==> src/rtl/instr_issue_queue.sv <==
// Circular instruction buffer feeding the CPU i_datain port.
// Issue FSM pops one word per unstalled cycle with optional NOP gap.
module instr_issue_queue #(
    parameter int DATA_W  = 32,
    parameter int DEPTH   = 16,
    parameter int NOP_GAP = 0,
    parameter int CNT_W   = 16
) (
    input  logic                     clock,
    input  logic                     reset,
    input  logic                     wr_en,
    input  logic [DATA_W-1:0]        wr_data,
    output logic                     full,
    output logic                     empty,
    output logic [$clog2(DEPTH):0]   level,
    input  logic                     run,
    input  logic                     stall,
    output logic [DATA_W-1:0]        i_datain,
    output logic                     issue_valid,
    output logic [CNT_W-1:0]         issued_cnt
);

    localparam int PW = $clog2(DEPTH);
    localparam int LW = PW + 1;

    typedef enum logic [1:0] {IDLE, ISSUE, GAP} state_t;

    state_t              state_q, state_d;
    logic [2:0]          gap_q, gap_d;
    logic [PW-1:0]       rd_q, rd_d, wr_q, wr_d;
    logic [LW-1:0]       level_q, level_d;
    logic [DATA_W-1:0]   data_q, data_d;
    logic                valid_q, valid_d;
    logic [CNT_W-1:0]    cnt_q, cnt_d;
    logic [DATA_W-1:0]   mem_q [DEPTH];
    logic                push, pop;

    assign full        = (level_q == LW'(DEPTH));
    assign empty       = (level_q == '0);
    assign level       = level_q;
    assign i_datain    = data_q;
    assign issue_valid = valid_q;
    assign issued_cnt  = cnt_q;

    assign push = wr_en && !full;

    always_comb begin
        state_d = state_q;
        gap_d   = gap_q;
        data_d  = data_q;
        valid_d = valid_q;
        cnt_d   = cnt_q;
        pop     = 1'b0;
        unique case (state_q)
            IDLE: begin
                data_d  = '0;
                valid_d = 1'b0;
                if (run && !stall) state_d = ISSUE;
            end
            ISSUE: begin
                if (!run) begin
                    state_d = IDLE;
                    gap_d   = '0;
                    data_d  = '0;
                    valid_d = 1'b0;
                end else if (!stall) begin
                    if (!empty) begin
                        pop     = 1'b1;
                        data_d  = mem_q[rd_q];
                        valid_d = 1'b1;
                        cnt_d   = cnt_q + CNT_W'(1);
                        if (NOP_GAP > 0) begin
                            state_d = GAP;
                            gap_d   = 3'(NOP_GAP);
                        end
                    end else begin
                        data_d  = '0;
                        valid_d = 1'b0;
                    end
                end
            end
            GAP: begin
                if (!run) begin
                    state_d = IDLE;
                    gap_d   = '0;
                    data_d  = '0;
                    valid_d = 1'b0;
                end else if (!stall) begin
                    data_d  = '0;
                    valid_d = 1'b0;
                    gap_d   = gap_q - 3'd1;
                    // last bubble: next cycle may issue again
                    if (gap_q == 3'd1) state_d = ISSUE;
                end
            end
            default: state_d = IDLE;
        endcase
    end

    always_comb begin
        rd_d    = pop  ? rd_q + PW'(1) : rd_q;
        wr_d    = push ? wr_q + PW'(1) : wr_q;
        level_d = level_q;
        if (push && !pop)      level_d = level_q + LW'(1);
        else if (!push && pop) level_d = level_q - LW'(1);
    end

    always_ff @(posedge clock) begin
        if (reset) begin
            state_q <= IDLE;
            gap_q   <= '0;
            rd_q    <= '0;
            wr_q    <= '0;
            level_q <= '0;
            data_q  <= '0;
            valid_q <= 1'b0;
            cnt_q   <= '0;
        end else begin
            state_q <= state_d;
            gap_q   <= gap_d;
            rd_q    <= rd_d;
            wr_q    <= wr_d;
            level_q <= level_d;
            data_q  <= data_d;
            valid_q <= valid_d;
            cnt_q   <= cnt_d;
        end
    end

    always_ff @(posedge clock) begin
        if (!reset && push) mem_q[wr_q] <= wr_data;
    end

endmodule

==> config.mk <==
export PLATFORM = sky130hd
export DESIGN_NAME = instr_issue_queue
export DESIGN_NICKNAME = d
export VERILOG_FILES = /design/src/rtl/instr_issue_queue.sv
export SDC_FILE = /design/constraint.sdc
export NUM_CORES = 1
export LEC_CHECK = 0
export ABC_CLOCK_PERIOD_IN_PS = 4200
export BUFFER_PORTS_ARGS = -buffer_cell sky130_fd_sc_hd__buf_2
export CAP_MARGIN = 20
export CORE_MARGIN = 2
export CORE_UTILIZATION = 45
export CTS_CLUSTER_DIAMETER = 50
export DETAILED_ROUTE_END_ITERATION = 10
export PLACE_DENSITY_LB_ADDON = 0.3
export SYNTH_ARGS = -nofsm -noshare
export SYNTH_HDL_FRONTEND = slang
export SYNTH_SLANG_ARGS = --single-unit
==> constraint.sdc <==
create_clock -name clock -period 4.2 [get_ports clock]
set_input_delay 0 -clock clock [delete_from_list [all_inputs] [get_ports clock]]
set_output_delay 0 -clock clock [all_outputs]
set_load 0.05 [all_outputs]
# After elaboration in Yosys (flattened, before gate mapping)
# Memory sizes are Yosys's and may differ from the RTL's. A register that Yosys moved wholly into a read port is not among the register bits.
# Index checks and enable logic that the tools add are counted.
# totals
regBits,67
mem_bits_rw,512
inputBits,37
out_inout_bits,56
word_cells,76
mem_count,1
# classes
addsub,6
n_eq_ne,9
muxes,31
bitwise_logic,2
n_reduce_logical,19
# mem_list
name,words,width,read_ports,rd_clocked_by_memory_dff,wr,line_no,rtl
mem_q,16,32,1,1,1,35,logic [DATA_W-1:0] mem_q [DEPTH];
# op_table
cell,count
$mux W32,5
$pmux W32 S3,1
$add A16 B1 Y16 const B,1
$mux W1,10
$mux W2,5
$mux W5,2
$mux W3,3
$ne A3 B3 Y1 const B,3
$add A4 B1 Y4 const B,2
$mux W4,2
$reduce_and A4 Y1,2
$pmux W2 S3,1
$pmux W3 S2,1
$reduce_and A3 Y1,2
$add A5 B1 Y5 const B,1
$eq A5 B5 Y1 const B,1
$logic_and A1 B1 Y1,5
$logic_not A1 Y1,5
$logic_not A5 Y1,1
$sub A5 B1 Y5 const B,1
$ne A2 B2 Y1 const B,2
$reduce_bool A2 Y1,2
$eq A3 B1 Y1 const B,1
$pmux W1 S3,1
other kinds (6),7

# Depth between registers and ports, before layout
# Gate-level depths: netlist of run 1.
# depth
word_depth,8
depth_mapped,10
mapped_depth_nobuf,9

# Worst setup path after synthesis of run 1
# Ideal clock, no wire load.
# synth_timing
path_type,flip-flop to flip-flop
startpoint,"register level_q[4], in the netlist level[4]"
endpoint,memory mem_q[0][0] (enable)
setup_ns,0.461
t_arrival_ns,3.702
t_required_ns,3.739
path_slack_ns,0.037
path_stages_with_launch,6
path_buffers,2
synth_period_minus_slack_ns,4.163
cell_sequence,dfxtp_1 clkbuf_1 clkbuf_1 a211oi_1 nand2_1 nor3_1
# synth_between
elab_chain_len,6
# synth_rtl
element,line_no,rtl
"start, declared",31,"logic [LW-1:0] level_q, level_d;"
"start signal, assigned",123,level_q <= level_d;
$eq A5 B5 Y1,38,assign full = (level_q == LW'(DEPTH));
$logic_not A1 Y1,45,assign push = wr_en && !full;
$logic_and A1 B1 Y1,45,
$logic_and A1 B1 Y1,131,if (!reset && push) mem_q[wr_q] <= wr_data;
$mux W1,131,
$mux W1 (not written as such),131,
"end, declared",35,
# Every way passes these cells.

# Final worst setup path of run 1
# layout_timing
startpoint,"register level_q[0], in the netlist level[0]"
endpoint,"register level_q[4], in the netlist level[4]"
# layout_between
elab_chain_len,8
elab_cells_between_ends,17
cone_classes,2 x add/sub; 1 x eq/ne; 6 x mux; 8 x reduce/logical
# layout_rtl
element,line_no,rtl
$logic_not A5 Y1,39,assign empty = (level_q == '0);
$mux W1,67,if (!empty) begin
$mux W1,66,end else if (!stall) begin
$mux W1,61,if (!run) begin
$mux W1,54,unique case (state_q)
$logic_not A1 Y1,104,if (push && !pop) level_d = level_q + LW'(1);
$logic_and A1 B1 Y1,104,
$mux W5 or $reduce_bool A2 Y1 (tied branches),--,
# Several ways; a longest one is shown, not always the timed one. The select of a mux whose other input is x is not followed.
# A chain may end at the register's enable or synchronous reset.

==> flow_summary_export.csv, run 1 <==
group,metric,value,unit
outcome,outcome,"finished, final reports clean",
grt,grt_usage,18.08,%
logic_synthesis,synth_ff_type,"edfxtp_1",
worst_setup_path,worst-setup-path-type,"flip-flop to flip-flop",
timing,slew-limit-headroom,26.72,%
grt,antenna_found_initial,0,
timing,post-route-period-util,74.13,%
timing,fmax,321.2,MHz
detailed_routing,ant_nets,0,
cells_and_area,nets,1303,
place,dp.final_hpwl,25840,um
detailed_routing,top_layer,"met4",
cells_and_area,final_area,0.02597,sq mm
power_and_ir_drop,p_total,12.48,mW
logic_synthesis,ys_warn_count,0,
detailed_routing,route.met3.wl,1545,um
worst_setup_path,critPathMaxStageDelay,0.68,ns
cells_and_area,fill_cells,3760,
worst_setup_path,cpMaxStageDelayCell,"or4_4",
logic_synthesis,synth-seq-cells,579,
clock_tree,clk_path_buf_depth,3,
timing,hold_viol_final,0,
cells_and_area,layout_commonest_cell,"edfxtp_1",
power_and_ir_drop,seq_power_share,51.7,%
worst_setup_path,regToRegStartpoint,"level[0]$_SDFFE_PP0P_",
timing,min_period,3.113,ns
detailed_routing,drtPass1Iterations,4,
hold_path,whs_path_depth,2,
timing,fin_setup_tns,0,ns
cells_and_area,multi_input_area,0.005264,sq mm
timing,rsz0062_at_grt,"false",
logic_synthesis,synth_edf_count,512,
place,io_buffers,92,
worst_setup_path,reg2reg_depth,9,
grt,gr-total-overflow,0,
clock_tree,clk_pin_slew,0.06,ns
cells_and_area,layout-drive-gt1-share,34.17,%
cells_and_area,area_growth_syn_to_layout,17.29,%
logic_synthesis,synth_area_leaders,"edfxtp_1 (69%), mux4_2 (13%), dfxtp_1 (6.1%), mux2_2 (3.3%), nand2_1 (1.3%)",
worst_setup_path,regToRegSetupSlack,1.09,ns
power_and_ir_drop,p_per_area,480.8,mW/mm^2
power_and_ir_drop,comb_power_share,6.0,%
detailed_routing,first_iter_violations,782,
logic_synthesis,yosysTopAreaCell,"edfxtp_1",
worst_setup_path,cp.arrival,3.60,ns
worst_setup_path,cp_num_buf_inv,1,
power_and_ir_drop,power_leakage,8.462,nW
floorplan,die_y,225.8,um
floorplan,dieWidth,225.8,um
logic_synthesis,synthArstFlopShare,0,%
logic_synthesis,seq_area_frac_synth,75.50,%
worst_setup_path,worstPathRequired,4.69,ns
timing,setup_viol,0,
worst_setup_path,endpoint_kind,"flip-flop",
timing,holdWs,0.3088,ns
detailed_routing,vias,10710,
logic_synthesis,synth_top_area_share,69.44,%
run,maxCapViolations,0,
cells_and_area,regArea,0.01673,sq mm
floorplan,core,0.04875,sq mm
clock_tree,cts_num_sinks,579,
detailed_routing,drc,0,
clock_tree,cts_root_buf,"clkbuf_16",
worst_setup_path,r2r-end,"level[4]$_SDFFE_PP0P_",
detailed_routing,wirelength,44470,um
logic_synthesis,netlist_instances,1086,
timing,maxSlewViolCount,0,
detailed_routing,wl_met1,19590,um
floorplan,core.rowCount,81,
worst_setup_path,cp_cell_sequence,"or4_4, o21ai_4, ha_1, inv_1, fa_1, a21o_1, a21oi_1, mux2i_1, mux2_2",
power_and_ir_drop,power_frac_clock,42.2,%
clock_tree,clk_latency,0.62,ns
power_and_ir_drop,p_switching,2.767,mW
worst_setup_path,critPathTopFamily,"simple AND/OR/NAND/NOR gates",
timing,fin_worst_skew,0.02638,ns
grt,grt_pass1_vias,11200,
place,routabilityCongestion,0.7441,
clock_tree,cts_buffers,61,
hold_path,holdCritStartpoint,"wr_data[6]",
place,placed_cell_area,0.02359,sq mm
hold_path,min_path_type,"input port to flip-flop",
power_and_ir_drop,p_int,9.718,mW
floorplan,io_pins,93,
grt,grt_pass1_wl,68410,um
worst_setup_path,startpoint_type,"flip-flop",
logic_synthesis,syn_area_per_cell,20.39,sq um
worst_setup_path,cp_max_fo,13,
floorplan,die_area,0.05099,sq mm
cells_and_area,antenna_cells,0,
power_and_ir_drop,ir_drop,360.2,uV
grt,grt_max_degree,74,
hold_path,holdPathEnd,"mem_q[8][6]$_DFFE_PP_",
clock_tree,cts.htree.levels,2,
logic_synthesis,synth_cell_types,44,
logic_synthesis,syn_nets,1134,
logic_synthesis,netlist_area,0.02214,sq mm
detailed_routing,wire_per_inst,22.55,um
detailed_routing,dr_wl_met2,22420,um
clock_tree,cts_tree,"done",
detailed_routing,routed_via_density,5.431,
timing,worst_slew_pin_slew,1.099,ns
floorplan,start_util,45.42,%
power_and_ir_drop,swShare,22.16,%
cells_and_area,final_cell_mix,"edfxtp_1 (512), mux4_2 (128), buf_2 (92)",
-- flip-flops by register name (all words and copies together), names as in the netlist, named ones only --
| register | cells |
|---|---|
| state_q | 1 |
| issue_valid | 1 |
| issued_cnt | 16 |
| mem_q | 512 |
| i_datain | 32 |
| level | 5 |
| rd_q | 4 |
| wr_q | 4 |
-- power by group through the flow --
stage	logic, mW	registers [mW]	clock network [mW]
after floorplan	0.440	6.63	0
final	0.750	6.46	5.27
after global placement	0.719	6.57	0
after global routing	0.815	6.47	5.61
after CTS	0.759	6.46	5.38
after detailed placement	0.727	6.58	0
-- area by class of cell --
cell class / instances / share of cell area, %
timing repair buffer: 161 / 4.278
tap: 664 / 3.199
sequential: 579 / 64.41
multi-input combinational: 443 / 20.27
inverter: 9 / 0.1301
clock buffer: 78 / 6.317
clock inverter: 38 / 1.392
-- worst max-delay path by stage --
stage	startpoint	cells past startpoint	slack, ns	endpoint
3_3_place_gp	level[0]$_SDFFE_PP0P_	9	1.12	level[4]$_SDFFE_PP0P_
6_report	level[0]$_SDFFE_PP0P_	9	1.09	level[4]$_SDFFE_PP0P_
3_5_place_dp	level[0]$_SDFFE_PP0P_	9	1.09	level[4]$_SDFFE_PP0P_
4_1_cts	level[0]$_SDFFE_PP0P_	9	1.08	level[4]$_SDFFE_PP0P_
5_1_grt	level[0]$_SDFFE_PP0P_	9	0.88	level[4]$_SDFFE_PP0P_
2_1_floorplan	level[4]$_SDFFE_PP0P_	5	0.04	mem_q[0][0]$_DFFE_PP_
-- cells in the mapped netlist, drive strengths merged (2+ instances only) --
library cell	instances
a211oi	2
a21o	2
a21oi	12
a22oi	32
and3	4
and4	2
buf	20
clkbuf	35
dfxtp	67
edfxtp	512
ha	10
inv	9
mux2	65
mux2i	5
mux4	128
nand2	74
nand2b	2
nand3	5
nand4	2
nor2	39
nor3	5
o2111ai	4
o211ai	4
o21a	2
o21ai	10
o31ai	2
or3	7
or4	3
xnor2	4
xor2	10
-- timing repair --
action | in CTS | in global routing
hold endpoints to repair | 540 | 0
hold buffers | 38 | 0
gates resized for setup | 0 | 0
buffers inserted | 0 | 0
-- layer usage --
metal  vias to the layer above  track usage, %
met5                         -               0
met4                         0           5.234
met3                        64           2.550
met2                       198           30.45
met1                      5683           24.70
li1                       4764               -
-- stage by stage --
step	util [%]	std cells	setup slack, ns
after CTS	53.27	1972	1.081
final	53.27	1972	1.087
after global placement	48.38	1818	1.121
after floorplan	-	1086	0.03699
after detailed placement	48.38	1818	1.088
after global routing	53.27	1972	0.8832
-- logic make-up after synthesis --
logic type      count (synthesis)  share of synthesized area (%)
flops                         579                          75.50
mux                           198                          16.55
simple gates                  147                          2.888
compound gates                 73                          2.616
buf+inv                        64                          1.238
xor+xnor                       14                         0.5538
fa+ha+maj                      11                         0.6555
(Power assumes the default switching activity.)
==> run 2: changes to the inputs <==
--- a/config.mk
+++ b/config.mk
@@ -5,7 +5,7 @@
 export SDC_FILE = /design/constraint.sdc
 export NUM_CORES = 1
 export LEC_CHECK = 0
-export ABC_CLOCK_PERIOD_IN_PS = 4200
+export ABC_CLOCK_PERIOD_IN_PS = 3000
 export BUFFER_PORTS_ARGS = -buffer_cell sky130_fd_sc_hd__buf_2
 export CAP_MARGIN = 20
 export CORE_MARGIN = 2
==> constraint.sdc (replaced) <==
create_clock -name clock -period 3 [get_ports clock]
set_input_delay 0 -clock clock [delete_from_list [all_inputs] [get_ports clock]]
set_output_delay 0 -clock clock [all_outputs]
set_load 0.05 [all_outputs]
==> flow_summary_export.csv, run 2 (same netlist as run 1, synthesis figures left out) <==
group,metric,value,unit
place,routabilityCongestion,0.7222,
worst_setup_path,cp_cell_sequence,"or4_4, o21ai_4, ha_2, inv_1, fa_2, a21o_1, a21oi_1, mux2i_1, mux2_2",
detailed_routing,drtPass1Iterations,5,
worst_setup_path,reg2reg_depth,9,
detailed_routing,vias,10840,
grt,grt_max_degree,49,
clock_tree,clk_latency,0.61,ns
clock_tree,cts_root_buf,"clkbuf_16",
cells_and_area,layout_commonest_cell,"edfxtp_1",
worst_setup_path,cp_max_fo,6,
place,dp.final_hpwl,25450,um
cells_and_area,final_area,0.02610,sq mm
hold_path,whs_path_depth,2,
detailed_routing,wire_per_inst,23.37,um
power_and_ir_drop,ir_drop,431.3,uV
cells_and_area,final_cell_mix,"edfxtp_1 (512), mux4_2 (128), buf_2 (92)",
clock_tree,cts.htree.levels,2,
floorplan,core.rowCount,81,
clock_tree,cts_buffers,57,
floorplan,core,0.04875,sq mm
hold_path,min_path_type,"input port to flip-flop",
detailed_routing,wirelength,46300,um
place,io_buffers,92,
clock_tree,cts_num_sinks,579,
grt,grt_pass1_wl,69720,um
timing,setup_viol,0,
cells_and_area,nets,1317,
power_and_ir_drop,power_leakage,8.484,nW
timing,hold_viol_final,0,
grt,antenna_found_initial,0,
worst_setup_path,worstPathRequired,3.48,ns
cells_and_area,area_growth_syn_to_layout,17.90,%
run,maxCapViolations,0,
floorplan,dieWidth,225.8,um
floorplan,io_pins,93,
cells_and_area,largest_reg_flops,512,
detailed_routing,routed_via_density,5.470,
timing,worst_slew_pin_slew,1.062,ns
detailed_routing,first_iter_violations,861,
timing,fin_worst_skew,0.01868,ns
grt,gr-total-overflow,0,
timing,rsz0062_at_grt,"false",
worst_setup_path,endpoint_kind,"flip-flop",
cells_and_area,antenna_cells,0,
worst_setup_path,cp.arrival,3.35,ns
timing,fin_setup_tns,0,ns
outcome,outcome,"finished, final reports clean",
grt,grt_usage,18.59,%
detailed_routing,drc,0,
timing,maxSlewViolCount,0,
power_and_ir_drop,p_per_area,653.4,mW/mm^2
place,placed_cell_area,0.02389,sq mm
clock_tree,cts_post_setup_buffers_inserted,0,
worst_setup_path,worst-setup-path-type,"flip-flop to flip-flop",
floorplan,start_util,45.42,%
cells_and_area,regMostFlops,"mem_q",
worst_setup_path,cpMaxStageDelayCell,"or4_4",
timing,fmax,348.4,MHz
worst_setup_path,critPathMaxStageDelay,0.55,ns
floorplan,die_y,225.8,um
grt,grt_pass1_vias,11260,
timing,post-route-period-util,95.67,%
floorplan,die_area,0.05099,sq mm
timing,slew-limit-headroom,29.20,%
cells_and_area,layout-drive-gt1-share,34.85,%
detailed_routing,ant_nets,0,
clock_tree,cts_tree,"done",
clock_tree,clk_pin_slew,0.06,ns
timing,min_period,2.870,ns
worst_setup_path,startpoint_type,"flip-flop",
clock_tree,clk_path_buf_depth,3,
## run 2: final cells by class
class / count / area (sq um)
fill: 3788 / 22640
clock buffer: 81 / 1598
tap: 664 / 830.8
inverter: 9 / 33.78
sequential: 579 / 16740
multi-input combinational: 443 / 5300
clock inverter: 26 / 231.5
timing repair buffer: 179 / 1371
## run 2: per-stage QoR
| stage | util [%] | hold WS, ns | total power [mW] | worst slack [ns] | std cells |
|---|---|---|---|---|---|
| 2_1_floorplan | - | 0.09887 | 9.912 | -0.2011 | 1086 |
| 3_3_place_gp | 49.00 | 0.2464 | 10.25 | 0.2111 | 1836 |
| 3_5_place_dp | 49.00 | 0.2631 | 10.26 | 0.1947 | 1836 |
| 4_1_cts | 53.54 | 0.2855 | 17.21 | 0.07629 | 1981 |
| 5_1_grt | 53.55 | 0.3235 | 17.61 | 0.03039 | 1981 |
| 6_report | 53.55 | 0.3111 | 17.06 | 0.1299 | 1981 |
## run 2: layer usage
layer,part of all wire [%],up-vias,global-route usage (%)
met2,49,264,30.78
met5,0,-,0
met3,4.8,66,2.849
li1,-,4795,-
met1,44,5712,25.81
met4,1.8,0,5.148
## run 2: timing repair
| action | in CTS | in global routing |
|---|---|---|
| endpoints found under the setup margin | 0 | 1 |
| resized for setup | 0 | 1 |
| hold endpoints to repair | 543 | 0 |
| hold buffers | 38 | 0 |
## run 2: power by group
part | internal [mW] | switching (mW) | total, mW
combinational | 0.396 | 0.691 | 1.09
clock | 3.97 | 2.94 | 6.91
sequential | 8.94 | 0.122 | 9.06
total | 13.3 | 3.76 | 17.1
## run 2: worst paths after layout
path                            start                       end  slack [ns]
min                        wr_data[3]     mem_q[2][3]$_DFFE_PP_        0.31
max             level[1]$_SDFFE_PP0P_     level[4]$_SDFFE_PP0P_        0.13
min reg2reg  i_datain[3]$_SDFFE_PP0P_  i_datain[3]$_SDFFE_PP0P_        0.48
max reg2reg     level[1]$_SDFFE_PP0P_     level[4]$_SDFFE_PP0P_        0.13
## run 2: worst max-delay path, delay by kind of cell (launching register included)
| family | cells | cell delay (ns) |
|---|---|---|
| buf+inv | 1 | 0.11 |
| flops | 1 | 0.37 |
| mux | 2 | 0.62 |
| simple gates | 1 | 0.55 |
| compound gates | 3 | 0.55 |
| fa+ha+maj | 2 | 0.56 |
==> run 3: changes to the inputs <==
--- a/config.mk
+++ b/config.mk
@@ -9,7 +9,7 @@
 export BUFFER_PORTS_ARGS = -buffer_cell sky130_fd_sc_hd__buf_2
 export CAP_MARGIN = 20
 export CORE_MARGIN = 2
-export CORE_UTILIZATION = 45
+export CORE_UTILIZATION = 37
 export CTS_CLUSTER_DIAMETER = 50
 export DETAILED_ROUTE_END_ITERATION = 10
 export PLACE_DENSITY_LB_ADDON = 0.3
==> flow_summary_export.csv, run 3 (same netlist as run 1, synthesis figures left out) <==
group,metric,value,unit
outcome,outcome,"finished with violations",
outcome,failed_checks,"design-rule violations",
timing,worst_slew_pin_slew,1.044,ns
worst_setup_path,critPathMaxStageDelay,0.54,ns
hold_path,min_path_type,"input port to flip-flop",
timing,hold_viol_final,0,
power_and_ir_drop,seq_power_share,51.6,%
worst_setup_path,worst-setup-path-type,"flip-flop to flip-flop",
grt,grt_pass1_wl,72620,um
worst_setup_path,cp.arrival,3.29,ns
floorplan,dieWidth,248.6,um
timing,setup_viol,0,
cells_and_area,multi_input_area,0.005294,sq mm
floorplan,core,0.05913,sq mm
detailed_routing,vias,10860,
worst_setup_path,worstPathRequired,3.48,ns
floorplan,die_y,248.6,um
clock_tree,cts.htree.levels,2,
clock_tree,cts_resized,0,
timing,fin_ws,0.1901,ns
worst_setup_path,regToRegStartpoint,"level[0]$_SDFFE_PP0P_",
worst_setup_path,cpMaxStageDelayCell,"nor4_1",
clock_tree,cts_post_setup_buffers_inserted,0,
power_and_ir_drop,ir_drop,441.5,uV
power_and_ir_drop,p_int,13.66,mW
power_and_ir_drop,p_per_area,666.3,mW/mm^2
cells_and_area,fill_cells,5019,
grt,grt_pass1_vias,11460,
timing,maxSlewViolCount,0,
detailed_routing,ant_nets,0,
cells_and_area,final_cell_mix,"edfxtp_1 (512), mux4_2 (128), buf_2 (92)",
clock_tree,clk_latency,0.61,ns
floorplan,io_pins,93,
clock_tree,cts_tree,"done",
timing,post-route-period-util,93.66,%
floorplan,start_util,37.44,%
cells_and_area,largest_reg_flops,512,
floorplan,die_area,0.06181,sq mm
hold_path,holdCritStartpoint,"wr_data[18]",
timing,fmax,355.9,MHz
clock_tree,postCtsHoldBufs,38,
place,routabilityCongestion,0.7513,
worst_setup_path,cp_max_fo,6,
detailed_routing,wire_per_inst,22.80,um
worst_setup_path,cp_common_cell,"a21oi_1",
timing,min_period,2.810,ns
timing,holdWs,0.3189,ns
hold_path,whs_path_depth,2,
detailed_routing,first_iter_violations,822,
cells_and_area,regArea,0.01674,sq mm
place,io_buffers,92,
grt,grt_usage,15.61,%
clock_tree,clk_pin_slew,0.06,ns
cells_and_area,regMostFlops,"mem_q",
detailed_routing,routed_via_density,5.194,
timing,rsz0062_at_grt,"false",
timing,fin_worst_skew,0.02244,ns
detailed_routing,drtPass1Iterations,11,
power_and_ir_drop,swShare,22.21,%
timing,slew-limit-headroom,30.38,%
cells_and_area,area_growth_syn_to_layout,19.00,%
worst_setup_path,endpoint_kind,"flip-flop",
power_and_ir_drop,power_leakage,8.528,nW
grt,antenna_found_initial,3,
detailed_routing,wirelength,47680,um
worst_setup_path,reg2reg_depth,9,
floorplan,core.rowCount,89,
clock_tree,cts_root_buf,"clkbuf_16",
grt,gr-total-overflow,0,
cells_and_area,layout-drive-gt1-share,35.49,%
run,maxCapViolations,0,
worst_setup_path,r2r-end,"level[4]$_SDFFE_PP0P_",
worst_setup_path,cp_cell_sequence,"nor4_1, a21oi_1, ha_2, inv_1, ha_1, a21o_1, a21oi_1, mux2i_1, mux2_2",
detailed_routing,drc,9,
cells_and_area,final_core_util,44.56,%
cells_and_area,layout_commonest_cell,"edfxtp_1",
grt,grt_max_degree,50,
worst_setup_path,startpoint_type,"flip-flop",
hold_path,holdPathEnd,"mem_q[11][18]$_DFFE_PP_",
power_and_ir_drop,p_switching,3.899,mW
cells_and_area,nets,1313,
clock_tree,clk_path_buf_depth,3,
power_and_ir_drop,power_frac_clock,42.2,%
worst_setup_path,regToRegSetupSlack,0.19,ns
clock_tree,cts_num_sinks,579,
clock_tree,cts_buffers,60,
power_and_ir_drop,comb_power_share,6.2,%
place,dp.final_hpwl,26230,um
timing,fin_setup_tns,0,ns
place,dp_slack,0.2135,ns
-- run 3: cell types whose count changed in the layout (fill, tap and decap cells not counted), sizes merged --
cell,delta
buf,-7
clkinvlp,+3
clkinv,+7
inv,+1
bufinv,+3
diode,+2
clkbuf,-8
-- run 3: worst max-delay path by stage --
stage	startpoint	endpoint	slack (ns)	depth (start not counted)
after floorplan	level[4]$_SDFFE_PP0P_	mem_q[12][0]$_DFFE_PP_	-0.20	5
after global placement	level[1]$_SDFFE_PP0P_	level[4]$_SDFFE_PP0P_	0.24	9
after detailed placement	level[0]$_SDFFE_PP0P_	level[4]$_SDFFE_PP0P_	0.21	9
after CTS	level[0]$_SDFFE_PP0P_	level[4]$_SDFFE_PP0P_	0.21	9
after global routing	level[0]$_SDFFE_PP0P_	level[4]$_SDFFE_PP0P_	0.005	9
final	level[0]$_SDFFE_PP0P_	level[4]$_SDFFE_PP0P_	0.19	9
-- run 3: stage by stage --
stage          total power, mW  cell area, sq um  std cells
5_1_grt                  18.15             26350       2091
6_report                 17.55             26350       2091
3_5_place_dp             10.28             23970       1938
4_1_cts                  17.74             26340       2089
3_3_place_gp             10.26             23970       1938
2_1_floorplan            9.912             22180       1086
-- run 3: layout make-up --
cell class              instances  share of cell area (%)
diodes                          2                 0.01900
clock buffers                  73                   6.074
clock inverters                40                   1.482
inverters                       9                  0.1282
multi-input cells             443                   20.09
flip-flops and latches        579                   63.53
well taps                     773                   3.671
repair buffers                172                   5.005
-- run 3: worst max-delay path: cells and delay by family (launching register included) --
kind	cells	cell delay (ns)
buf+inv	1	0.16
flops	1	0.37
mux	2	0.55
simple gates	1	0.54
compound gates	3	0.56
fa+ha+maj	2	0.52
-- run 3: per-layer routing --
layer	up-vias	routed length (um)	track usage, %
met3	60	2249	2.418
met5	-	0	0
met1	5752	20990	21.23
met4	0	933	4.312
li1	4792	-	-
met2	257	23510	26.23
-- run 3: power groups by stage --
stage / clock network, mW / logic (mW) / registers (mW)
after floorplan: 0 / 0.619 / 9.29
after global placement: 0 / 1.05 / 9.21
after detailed placement: 0 / 1.06 / 9.22
after CTS: 7.58 / 1.11 / 9.05
after global routing: 7.90 / 1.19 / 9.06
final: 7.41 / 1.09 / 9.05
